**src/rtl/cache_mem_arbiter.sv**
```systemverilog
// cache_mem_arbiter: shares one line-wide memory port between the icache
// and the dcache, with a single transaction outstanding at a time.
// Optional build macro CACHE_ARB_ROUND_ROBIN_EN: ties alternate between the
// two caches instead of always going to the dcache.
//
// state | meaning
// IDLE  | no transaction; arbitrate and accept one request
// ISSUE | drive latched request to memory until m_req_ready
// WAIT  | request accepted by memory; wait for m_resp_valid
// RESP  | one-cycle response strobe to the owning cache
module cache_mem_arbiter #(
  parameter int ADDR_W = 32,
  parameter int LINE_W = 128
) (
  input  logic              clk,
  input  logic              RESET,
  input  logic              i_req_valid,
  input  logic [ADDR_W-1:0] i_req_addr,
  input  logic              i_req_rw,
  input  logic [LINE_W-1:0] i_req_wdata,
  output logic              i_req_ready,
  output logic              i_resp_valid,
  output logic [LINE_W-1:0] i_resp_data,
  input  logic              d_req_valid,
  input  logic [ADDR_W-1:0] d_req_addr,
  input  logic              d_req_rw,
  input  logic [LINE_W-1:0] d_req_wdata,
  output logic              d_req_ready,
  output logic              d_resp_valid,
  output logic [LINE_W-1:0] d_resp_data,
  output logic              m_req_valid,
  input  logic              m_req_ready,
  output logic [ADDR_W-1:0] m_req_addr,
  output logic              m_req_rw,
  output logic [LINE_W-1:0] m_req_wdata,
  input  logic              m_resp_valid,
  input  logic [LINE_W-1:0] m_resp_data,
  output logic              grant_d
);

  typedef enum logic [1:0] {
    IDLE  = 2'd0,
    ISSUE = 2'd1,
    WAIT  = 2'd2,
    RESP  = 2'd3
  } state_t;

  state_t              state_q, state_d;
  logic                grant_d_q;
  logic [ADDR_W-1:0]   addr_q;
  logic                rw_q;
  logic [LINE_W-1:0]   wdata_q;
  logic [LINE_W-1:0]   rdata_q;
  logic                any_valid;
  logic                win_d;
  logic                accept;
  logic                capture;

  assign any_valid = i_req_valid | d_req_valid;
  // Acceptance is suppressed while reset is held so no requester sees ready.
  assign accept    = (state_q == IDLE) & any_valid & ~RESET;
  // Response is taken either alongside the issue handshake or later in WAIT.
  assign capture   = ((state_q == ISSUE) & m_req_ready & m_resp_valid) |
                     ((state_q == WAIT) & m_resp_valid);

`ifdef CACHE_ARB_ROUND_ROBIN_EN
  logic last_d_q;

  // Tie-break: favour whichever cache was not granted last.
  always_comb begin
    win_d = d_req_valid & (~i_req_valid | ~last_d_q);
  end

  // Last-grant flop; resets to icache so the first tie goes to the dcache.
  always_ff @(posedge clk) begin
    if (RESET) begin
      last_d_q <= 1'b0;
    end else if (accept) begin
      last_d_q <= win_d;
    end
  end
`else
  assign win_d = d_req_valid;
`endif

  // State register plus the latched request and captured response line.
  always_ff @(posedge clk) begin
    if (RESET) begin
      state_q   <= IDLE;
      grant_d_q <= 1'b0;
      addr_q    <= '0;
      rw_q      <= 1'b0;
      wdata_q   <= '0;
      rdata_q   <= '0;
    end else begin
      state_q <= state_d;
      if (accept) begin
        grant_d_q <= win_d;
        addr_q    <= win_d ? d_req_addr  : i_req_addr;
        rw_q      <= win_d ? d_req_rw    : i_req_rw;
        wdata_q   <= win_d ? d_req_wdata : i_req_wdata;
        rdata_q   <= '0;
      end
      if (capture) begin
        rdata_q <= rw_q ? '0 : m_resp_data;
      end
    end
  end

  // Next-state logic.
  always_comb begin
    state_d = state_q;
    case (state_q)
      IDLE:    if (any_valid) state_d = ISSUE;
      ISSUE:   if (m_req_ready) state_d = m_resp_valid ? RESP : WAIT;
      WAIT:    if (m_resp_valid) state_d = RESP;
      RESP:    state_d = IDLE;
      default: state_d = IDLE;
    endcase
  end

  // Outputs: request fields only visible in ISSUE, data only in owner's RESP.
  always_comb begin
    i_req_ready  = 1'b0;
    d_req_ready  = 1'b0;
    m_req_valid  = 1'b0;
    m_req_addr   = '0;
    m_req_rw     = 1'b0;
    m_req_wdata  = '0;
    i_resp_valid = 1'b0;
    d_resp_valid = 1'b0;
    i_resp_data  = '0;
    d_resp_data  = '0;
    grant_d      = grant_d_q;
    i_req_ready  = accept & ~win_d;
    d_req_ready  = accept & win_d;
    if (state_q == ISSUE) begin
      m_req_valid = 1'b1;
      m_req_addr  = addr_q;
      m_req_rw    = rw_q;
      m_req_wdata = wdata_q;
    end
    if (state_q == RESP) begin
      if (grant_d_q) begin
        d_resp_valid = 1'b1;
        d_resp_data  = rdata_q;
      end else begin
        i_resp_valid = 1'b1;
        i_resp_data  = rdata_q;
      end
    end
  end

endmodule

```
**config.mk**
```make
export PLATFORM = sky130hd
export DESIGN_NAME = cache_mem_arbiter
export DESIGN_NICKNAME = d
export VERILOG_FILES = /design/src/rtl/cache_mem_arbiter.sv
export SDC_FILE = /design/constraint.sdc
export NUM_CORES = 1
export LEC_CHECK = 0
export BUFFER_PORTS_ARGS = -buffer_cell sky130_fd_sc_hd__buf_2
export CORE_AREA = 5 5 338 340
export DETAILED_ROUTE_END_ITERATION = 10
export DIE_AREA = 0 0 343 345
export GPL_TIMING_DRIVEN = 1
export PLACE_DENSITY = 0.4
export SYNTH_ARGS = -nofsm -noshare
export SYNTH_HDL_FRONTEND = slang
export SYNTH_SLANG_ARGS = --single-unit
```
**constraint.sdc**
```tcl
create_clock -name clk -period 4.5 [get_ports clk]
set_input_delay 0.225 -clock clk [delete_from_list [all_inputs] [get_ports clk]]
set_output_delay 0.225 -clock clk [all_outputs]
set_load 0.01 [all_outputs]
```
==> results of run 1 <==
## critical path, cell delays in order (launching register included)
cell,delay (ns)
dfxtp_1,0.36
inv_1,0.19
ha_4,0.54
buf_4,0.90
and2_1,0.26
buf_2,0.17
## metrics by stage
step,total power [W],worst slack (ns)
2_1_floorplan,0.007133,2.838
3_3_place_gp,0.009192,1.433
3_5_place_dp,0.009223,1.414
4_1_cts,0.01311,0.7245
5_1_grt,0.01368,0.6500
6_report,0.01274,0.9920
## synth_stat cells (5+ instances only)
cell        n  area, um^2
a211oi_1   45       337.8
a21oi_1   132       660.6
ha_1        5       62.56
mux2i_1   112        1121
o221a_2    32       360.4
and3_1    129       807.0
a211oi_2   84        1051
a31oi_1    33       206.5
o211ai_1  128       960.9
buf_2      80       400.4
clkbuf_1  141       529.3
dfxtp_1   292        5846
nand4b_1  128        1121
and2_1    290        1814
buf_4      16       120.1
inv_1      52       195.2
a22o_1     17       148.9
nor2_1    243       912.1
buf_1       9       33.78
## routing by layer
layer	up-vias	track usage (%)	routed length, um
met5	-	0	92
li1	9132	-	-
met1	8912	18.10	39170
met4	14	4.329	2625
met2	700	25.15	43580
met3	119	3.513	6215
## logic make-up (layout without fill, tap and decap cells)
group           Yosys count  after routing  share of synthesized area, %
compound gates          476            476                         22.44
flops                   292            292                         34.80
other cells               0              4                             0
buf+inv                 298           1337                         7.613
fa+ha+maj                 5              5                        0.3725
simple gates            801            801                         28.09
mux                     112            112                         6.675
## cell type report
cell class	count	area share (%)
clock buffer	63	4.613
inverter	52	0.7354
multi-input combinational	1394	36.30
timing repair buffer	1212	28.96
clock inverter	10	0.6004
sequential	292	21.77
tap	1500	6.982
antenna	4	0.03724
## flip-flops by register name, indices dropped and copies added, names as in the netlist
register and flops:
addr_q 32, grant_d 1, rdata_q 128, rw_q 1, state_q 2, wdata_q 128
## placed cells by master, fill, tap and decap left out, drive strengths merged, types with 4 or more instances in the layout
cell / n
diode: 4
dfxtp: 292
a22o: 17
clkinv: 4
clkbuf: 63
o221a: 32
nand4b: 128
mux2i: 112
nor2: 243
o211ai: 128
inv: 54
and2: 290
ha: 5
buf: 909
and3: 129
a31oi: 33
a21oi: 132
a211oi: 129
dlygate4sd3: 303
## path summary, 6_finish.rpt
check	endpoint	depth (start not counted)	slack, ns
worst max-delay path	m_req_wdata[116]	5	0.99
worst min-delay path	wdata_q[105]	4	0.05
worst max register to register	state_q[1]	6	1.66
worst min register to register	addr_q[6]	2	0.49
## timing repair
item / CTS / global route
hold buffers: 303 / 0
resized for setup: 0 / 0
hold endpoints to repair: 243 / 0
## where the power goes
group | total, W | switching (W) | internal, W
combinational | 0.00535 | 0.00340 | 0.00195
clock | 0.00348 | 0.00140 | 0.00208
sequential | 0.00392 | 0.000637 | 0.00328
==> impl_metrics.tcl, run 1 <==
set metrics [dict create \
    status "complete, no violations" \
    antenna_left 0 \
    drive_above_1_share_pct 36.49 \
    critPathMaxFanout 116 \
    setup_violations 0 \
    ys_warn_count 0 \
    ys_async_sr_fraction_pct 0 \
    postCtsSetupBuffers 0 \
    final_hold_viol_count 0 \
    yosysSeqAreaShare_pct 34.80 \
    arrival_ns 3.28 \
    cts_tree "built" \
    power_density_mw_per_mm2 474.1 \
    grt_max_degree 117 \
    via_per_inst 4.170 \
    die_h_um 345 \
    route.detailed.drc 0 \
    cts_sinks 292 \
    worstSetupStartpointType "flop" \
    fp.dieArea_mm2 0.1183 \
    worstHoldPathType "in -> reg" \
    hold_path.startpoint "d_req_wdata[105]" \
    hpwl_um 65030 \
    routedWlPerCell_um 20.25 \
    max_freq_ghz 0.2851 \
    worstPathRequired_ns 4.28 \
    htree_levels 2 \
    relSlewSlack_pct 20.26 \
    postPlaceCellArea_mm2 0.02244 \
    ir_worst_vdd_v 0.0002946 \
    core_mm2 0.1113 \
    clock_latency_ns 0.60 \
    drv_slew 0 \
    fin_util_pct 24.16 \
    reg2reg_from "state_q[1]" \
    max_slew.worst_pin.slew_ns 1.196 \
    critPathKind "reg -> out" \
    syn_to_final_growth_pct 60.04 \
    drv_cap 0 \
    dp_cells 4147 \
    fin_crit_ns 3.508 \
    fillers 12340 \
    fin_nets 3454 \
    grt_pass1_wl_um 132300 \
    syn_avg_cell_area_um2 8.466 \
    multi_input_area_mm2 0.009757 \
    rows 123 \
    start_util_pct 15.10 \
    die_w_um 343 \
    seq_area_mm2 0.005853 \
    antenna_found_initial 24 \
    startpoint "state_q[1]" \
    holdWs_ns 0.04993 \
    clk_pin_slew_worst_paths_ns 0.06 \
    drt-initial-drc-count 881 \
    ioPinCount 879 \
    overflow 0 \
    finClkSkew_ns 0.02723 \
    synth-edff-count 0 \
    routed_wl_um 91690 \
    fin_crit_sh_pct 77.96 \
    place_congestion 0.8078 \
    netlist_area_mm2 0.01680 \
    cts_buffers 41 \
    dr.pass1.iters 5 \
    rsz0062_at_grt "no" \
    fin_cells 4527 \
    synth_cell_types 31 \
    ys.flop_type "dfxtp_1" \
    syn_nets 2445 \
    root_buffer "clkbuf_16" \
    netlist_instances 1984 \
    p_leak_nw 12.58 \
    io_buffers 878 \
    cts_max_path_buffers 3 \
    fin_tns_setup_ns 0 \
    ys_seq_elements 292 \
    end_kind "primary output" \
    grt_pass1_vias 19450 \
    gr-usage-all-layers_pct 14.63 \
    vias 18880 \
    design_area_mm2 0.02688 \
]
Note: power is estimated with default switching activity, not from simulation.
==> run 2: changes to the inputs <==
==> config.mk (replaced) <==
export PLATFORM = sky130hd
export DESIGN_NAME = cache_mem_arbiter
export DESIGN_NICKNAME = d
export VERILOG_FILES = /design/src/rtl/cache_mem_arbiter.sv
export SDC_FILE = /design/constraint.sdc
export NUM_CORES = 1
export LEC_CHECK = 0
export ABC_AREA = 1
export BUFFER_PORTS_ARGS = -buffer_cell sky130_fd_sc_hd__buf_2
export CORE_AREA = 5 5 339 341
export DETAILED_ROUTE_END_ITERATION = 10
export DIE_AREA = 0 0 344 346
export GPL_TIMING_DRIVEN = 1
export PLACE_DENSITY = 0.39
export SYNTH_ARGS = -nofsm -noshare
export SYNTH_HDL_FRONTEND = slang
export SYNTH_SLANG_ARGS = --single-unit
==> constraint.sdc (replaced) <==
create_clock -name clk -period 3.03 [get_ports clk]
set_input_delay 0.1515 -clock clk [delete_from_list [all_inputs] [get_ports clk]]
set_output_delay 0.1515 -clock clk [all_outputs]
set_load 0.01 [all_outputs]
==> run 2 against run 1 <==
Combinational power rose by 16%. Sequential cell count did not move. Register-to-register slack got worse by 1.2 ns. Clock power rose by 38%. Global-route usage fell by 0.82 points. Clock skew rose by 0.0038 ns. Sequential power rose by 30%. Largest cell class is now buffers. Critical path type unchanged. Area after synthesis fell by 6.9%. Worst hold slack got worse by 0.0075 ns.
==> impl_metrics.tcl, run 2 <==
set metrics [dict create \
    status "complete, no violations" \
    fin_nets 4263 \
    syn_nets 3075 \
    cts_sinks 292 \
    path_cells "inv_1, ha_4, buf_12, nand2_1, inv_1, buf_2" \
    setup_violations 0 \
    relSlewSlack_pct 20.45 \
    ff2ff_setup_slack_ns 0.48 \
    synth_most_common_cell "nand2_1" \
    yosysSeqAreaShare_pct 37.40 \
    syn_to_final_growth_pct 74.83 \
    io_buffers 878 \
    root_buffer "clkbuf_16" \
    fin_tns_setup_ns 0 \
    start_util_pct 14.01 \
    rows 123 \
    vias 20770 \
    core_mm2 0.1116 \
    synth.area.top_cells "dfxtp_1 37%, nand2_1 21%, nor2_1 9.1%" \
    drv_slew 0 \
    cts_buffers 39 \
    worstSetupStartpointType "flop" \
    hold_path.startpoint "m_resp_valid" \
    overflow 0 \
    htree_levels 2 \
    cp_common_cell "inv_1" \
    cts_max_path_buffers 3 \
    end_kind "primary output" \
    critPathSlowestCell "buf_12" \
    via_per_inst 3.889 \
    worstPathRequired_ns 2.88 \
    synth-edff-count 0 \
    routed_wl_um 86700 \
    max_slew.worst_pin.slew_ns 1.193 \
    rsz0062_at_grt "no" \
    place_congestion 0.7803 \
    r2r_end "wdata_q[127]" \
    critPathKind "reg -> out" \
    grt_pass1_wl_um 128700 \
    antenna_found_initial 8 \
    die_w_um 344 \
    reg2reg_from "state_q[0]" \
    max_freq_ghz 0.3547 \
    route.detailed.drc 0 \
    whs_path_depth 3 \
    worstHoldPathType "in -> reg" \
    drive_above_1_share_pct 25.85 \
    drt-initial-drc-count 1012 \
    fin_crit_ns 2.819 \
    routedWlPerCell_um 16.24 \
    power_density_mw_per_mm2 588.4 \
    final_hold_viol_count 0 \
    antenna_left 0 \
    fillers 12770 \
    hpwl_um 59800 \
    worst-path-buf-inv 4 \
    synth_cell_types 19 \
    max_stage_delay_ns 0.41 \
    fin_crit_sh_pct 93.05 \
    p_leak_nw 14.30 \
    finClkSkew_ns 0.03099 \
    netlist_instances 2614 \
    syn_avg_cell_area_um2 5.979 \
    ir_worst_vdd_v 0.0003639 \
    ioPinCount 879 \
    final_cell_mix "875 x buf_2, 859 x nand2_1, 452 x dlygate4sd3_1" \
    fp.dieArea_mm2 0.1190 \
    ys_seq_elements 292 \
    reg2regPathDepth 8 \
    synth_top_area_share_pct 37.40 \
    layout_commonest_cell "buf_2" \
    clock_latency_ns 0.59 \
    cts_tree "built" \
    synthTopCellsByCount "864 x nand2_1, 378 x nor2_1, 301 x inv_1" \
    arrival_ns 2.67 \
    dr.pass1.iters 5 \
    ys_warn_count 0 \
    crit_family "buffers and inverters" \
    synth_top_area_cell "dfxtp_1" \
    netlist_area_mm2 0.01563 \
    min_to "rdata_q[120]" \
    holdWs_ns 0.04244 \
    gr-usage-all-layers_pct 13.81 \
    drv_cap 0 \
    grt_pass1_vias 21270 \
    die_h_um 346 \
    clk_pin_slew_worst_paths_ns 0.07 \
    critPathMaxFanout 165 \
    ys_async_sr_fraction_pct 0 \
    top_regs "rdata_q (128), wdata_q (128), addr_q (32)" \
    ys.flop_type "dfxtp_1" \
    grt_max_degree 165 \
]
## run 2: cell types whose count changed after synthesis, moves of 129 or more
cell | before | now
and2_1 | 290 | 0
and3_1 | 129 | 0
inv_1 | 52 | 301
nand2_1 | 3 | 864
nand3_1 | 1 | 204
nor2_1 | 243 | 378
## run 2: kinds of logic after synthesis
logic type	Yosys count	synth area share, %
fa+ha+maj	5	0.4003
buf+inv	523	13.58
compound gates	218	6.980
simple gates	1576	41.63
flops	292	37.40
## run 2: worst register-to-register path, cell delays in order (launching register included)
cell	delay, ns
dfxtp_1	0.36
inv_1	0.15
ha_1	0.38
nand2_4	0.12
inv_2	0.41
buf_4	0.29
nand2_1	0.09
a21oi_1	0.13
dlygate4sd3_1	0.55
## run 2: final cells by class
cell class	instances	area [um^2]	area share, %
diodes	10	25.02	0.09158
clock buffers	53	1130	4.135
clock inverters	16	158.9	0.5815
inverters	305	1157	4.235
multi-input cells	1799	7711	28.22
flip-flops and latches	292	5846	21.39
well taps	1500	1877	6.868
repair buffers	1365	9422	34.48
## run 2: where the power goes
group / internal, W / total [W] / switching (W)
clock: 0.00279 / 0.00479 / 0.00200
combinational: 0.00213 / 0.00618 / 0.00405
sequential: 0.00468 / 0.00511 / 0.000435
## run 2: timing repair
| item | CTS | global route |
|---|---|---|
| hold endpoints to repair | 286 | 0 |
| setup buffers | 0 | 0 |
| gates resized for setup | 0 | 0 |
| hold buffers | 452 | 0 |
## run 2: layer usage
metal	vias up	wire, um	GRT usage (%)
met4	0	3051	5.108
met3	129	6116	3.109
met1	9512	35850	16.35
met5	-	0	0
li1	10470	-	-
met2	662	41680	24.32
## run 2: stage by stage
step                util (%)  cells  power [W]  area [um^2]  setup slack, ns
floorplan                  -   2614   0.008455        15630            1.432
global placement       19.26   4809    0.01097        21490           0.8782
detailed placement     19.26   4809    0.01097        21490           0.8494
CTS                    24.47   5330    0.01654        27300           0.2274
global route           24.48   5336    0.01730        27320           0.1190
finish                 24.49   5340    0.01608        27330           0.2107
## run 2: worst max path at each step
| stage | slack, ns | from | cells past startpoint | to |
|---|---|---|---|---|
| after floorplan | 1.43 | state_q[1] | 7 | m_req_addr[0] |
| after global placement | 0.88 | state_q[0] | 8 | rdata_q[103] |
| after detailed placement | 0.85 | state_q[0] | 8 | rdata_q[39] |
| after CTS | 0.23 | state_q[1] | 6 | m_req_wdata[1] |
| after global routing | 0.12 | state_q[1] | 6 | m_req_wdata[1] |
| final | 0.21 | state_q[1] | 6 | m_req_wdata[1] |
==> run 3: changes to the inputs <==
==> config.mk (replaced) <==
export PLATFORM = sky130hd
export DESIGN_NAME = cache_mem_arbiter
export DESIGN_NICKNAME = d
export VERILOG_FILES = /design/src/rtl/cache_mem_arbiter.sv
export SDC_FILE = /design/constraint.sdc
export NUM_CORES = 1
export LEC_CHECK = 0
export ABC_AREA = 0
export BUFFER_PORTS_ARGS = -buffer_cell sky130_fd_sc_hd__buf_2
export CORE_AREA = 5 5 337 339
export DETAILED_ROUTE_END_ITERATION = 10
export DIE_AREA = 0 0 342 344
export GPL_TIMING_DRIVEN = 1
export PLACE_DENSITY = 0.41
export SYNTH_ARGS = -nofsm -noshare
export SYNTH_HDL_FRONTEND = slang
export SYNTH_SLANG_ARGS = --single-unit
==> run 3 against run 2 <==
Critical path depth shrank 1. Largest cell class is now multi-input gates. Via count shrank 6.6%. Register-to-register slack is essentially flat. Setup slack gained 0.10 ns. Critical endpoint is now i_resp_data[81].
==> impl_metrics.tcl, run 3 (same netlist as run 1, synthesis figures left out) <==
set metrics [dict create \
    status "complete, no violations" \
    arrival_ns 2.56 \
    fin_tns_setup_ns 0 \
    cts_buffers 39 \
    worstPathRequired_ns 2.88 \
    fin_nets 3606 \
    critPathMaxFanout 129 \
    drv_cap 0 \
    root_buffer "clkbuf_16" \
    dr.pass1.iters 5 \
    whs_path_depth 2 \
    holdWs_ns 0.04200 \
    worstHoldPathType "in -> reg" \
    clock_latency_ns 0.58 \
    routedWlPerCell_um 19.44 \
    critPathKind "reg -> out" \
    layout_commonest_cell "buf_2" \
    gr-usage-all-layers_pct 14.46 \
    fin_cells 4674 \
    fin_crit_sh_pct 89.65 \
    htree_levels 2 \
    routed_wl_um 90880 \
    place_congestion 0.8168 \
    hpwl_um 66890 \
    setup_violations 0 \
    min_to "wdata_q[9]" \
    p_leak_nw 13.33 \
    power_density_mw_per_mm2 680.5 \
    syn_to_final_growth_pct 69.53 \
    ff2ff_setup_slack_ns 0.48 \
    vias 19390 \
    rows 122 \
    worstSetupStartpointType "flop" \
    drv_slew 0 \
    finalPower_w 0.01938 \
    fillers 12080 \
    final_hold_viol_count 0 \
    end_kind "primary output" \
    ir_worst_vdd_v 0.0003588 \
    r2r_end "wdata_q[88]" \
    max_slew.worst_pin.slew_ns 0.9766 \
    max_freq_ghz 0.3681 \
    cts_hold_buf 433 \
    core_mm2 0.1101 \
    ioPinCount 879 \
    postCtsResizedCells 0 \
    grt_pass1_wl_um 129500 \
    top_regs "rdata_q (128), wdata_q (128), addr_q (32)" \
    die_h_um 344 \
    die_w_um 342 \
    route.detailed.drc 0 \
    final_cell_mix "874 x buf_2, 433 x dlygate4sd3_1, 290 x and2_1, 290 x dfxtp_1, 243 x nor2_1" \
    cts_max_path_buffers 3 \
    overflow 0 \
    cts_sinks 292 \
    via_per_inst 4.148 \
    dp_cells 4159 \
    clk_pin_slew_worst_paths_ns 0.06 \
    antenna_left 0 \
    antenna_found_initial 17 \
    drive_above_1_share_pct 35.58 \
    reg2reg_from "state_q[0]" \
    relSlewSlack_pct 34.64 \
    fin_crit_ns 2.716 \
    fp.dieArea_mm2 0.1176 \
    postCtsSetupBuffers 0 \
    grt_pass1_vias 19400 \
    reg2regPathDepth 6 \
    rsz0062_at_grt "no" \
    drt-initial-drc-count 891 \
    grt_max_degree 130 \
    finClkSkew_ns 0.01556 \
    start_util_pct 15.26 \
    hold_path.startpoint "RESET" \
    cts_tree "built" \
    io_buffers 878 \
    fin_util_pct 25.87 \
]
[run 3: cell count changes in the layout (fill, tap and decap cells not counted), moves of 42 or more]
cell | previous run | this run
nand4_1 | 128 | 1
and2_1 | 0 | 290
nor2_1 | 378 | 243
o211ai_1 | 0 | 128
mux2i_1 | 0 | 112
a211oi_2 | 0 | 84
a211oi_1 | 0 | 45
nand3_1 | 204 | 1
nand2_1 | 859 | 2
and3_1 | 0 | 129
inv_1 | 300 | 51
o21ai_0 | 42 | 0
nand4b_1 | 0 | 128
[run 3: cell type report]
cell class	instances	area, um^2	share of cell area (%)
Multi-Input combinational cell	1394	9757	34.26
Timing Repair Buffer	1366	9429	33.11
Sequential cell	292	5853	20.56
Tap cell	1488	1862	6.538
Clock buffer	55	1147	4.029
Clock inverter	17	203.9	0.7162
Inverter	52	197.7	0.6943
Antenna cell	10	25.02	0.08788
[run 3: power breakdown]
| group | leakage (nW) | switching (W) | internal [W] |
|---|---|---|---|
| clock network | 0.675 | 0.00197 | 0.00299 |
| logic | 10.3 | 0.00529 | 0.00349 |
| registers | 2.40 | 0.000759 | 0.00488 |
[run 3: per-layer routing]
metal	wire length [um]	part of all wire, %	GRT usage (%)
met1	38330	42	17.90
met5	47	0.052	0
met4	3323	3.7	5.490
met2	42600	47	24.24
met3	6580	7.2	3.663
[run 3: worst max-delay path by stage]
| stage | start | slack, ns | cells after the start | end |
|---|---|---|---|---|
| after floorplan | state_q[0] | 1.43 | 9 | addr_q[25] |
| after global routing | state_q[0] | 0.13 | 5 | i_resp_data[109] |
| after global placement | state_q[0] | 0.87 | 6 | addr_q[1] |
| after detailed placement | state_q[0] | 0.80 | 6 | rdata_q[52] |
| after CTS | state_q[0] | 0.19 | 5 | i_resp_data[109] |
| final | state_q[0] | 0.31 | 5 | i_resp_data[81] |
[run 3: critical path: stages, from the launching register on]
cell and delay (ns):
dfxtp_1 0.49, ha_4 0.44, nor2b_4 0.24, buf_12 0.34, and2_1 0.25, buf_2 0.16
[run 3: stage by stage]
| step | worst slack, ns | cell area [um^2] |
|---|---|---|
| 3_5_place_dp | 0.8043 | 22760 |
| 4_1_cts | 0.1903 | 28450 |
| 3_3_place_gp | 0.8701 | 22760 |
| 2_1_floorplan | 1.426 | 16800 |
| 5_1_grt | 0.1349 | 28460 |
| 6_report | 0.3136 | 28470 |
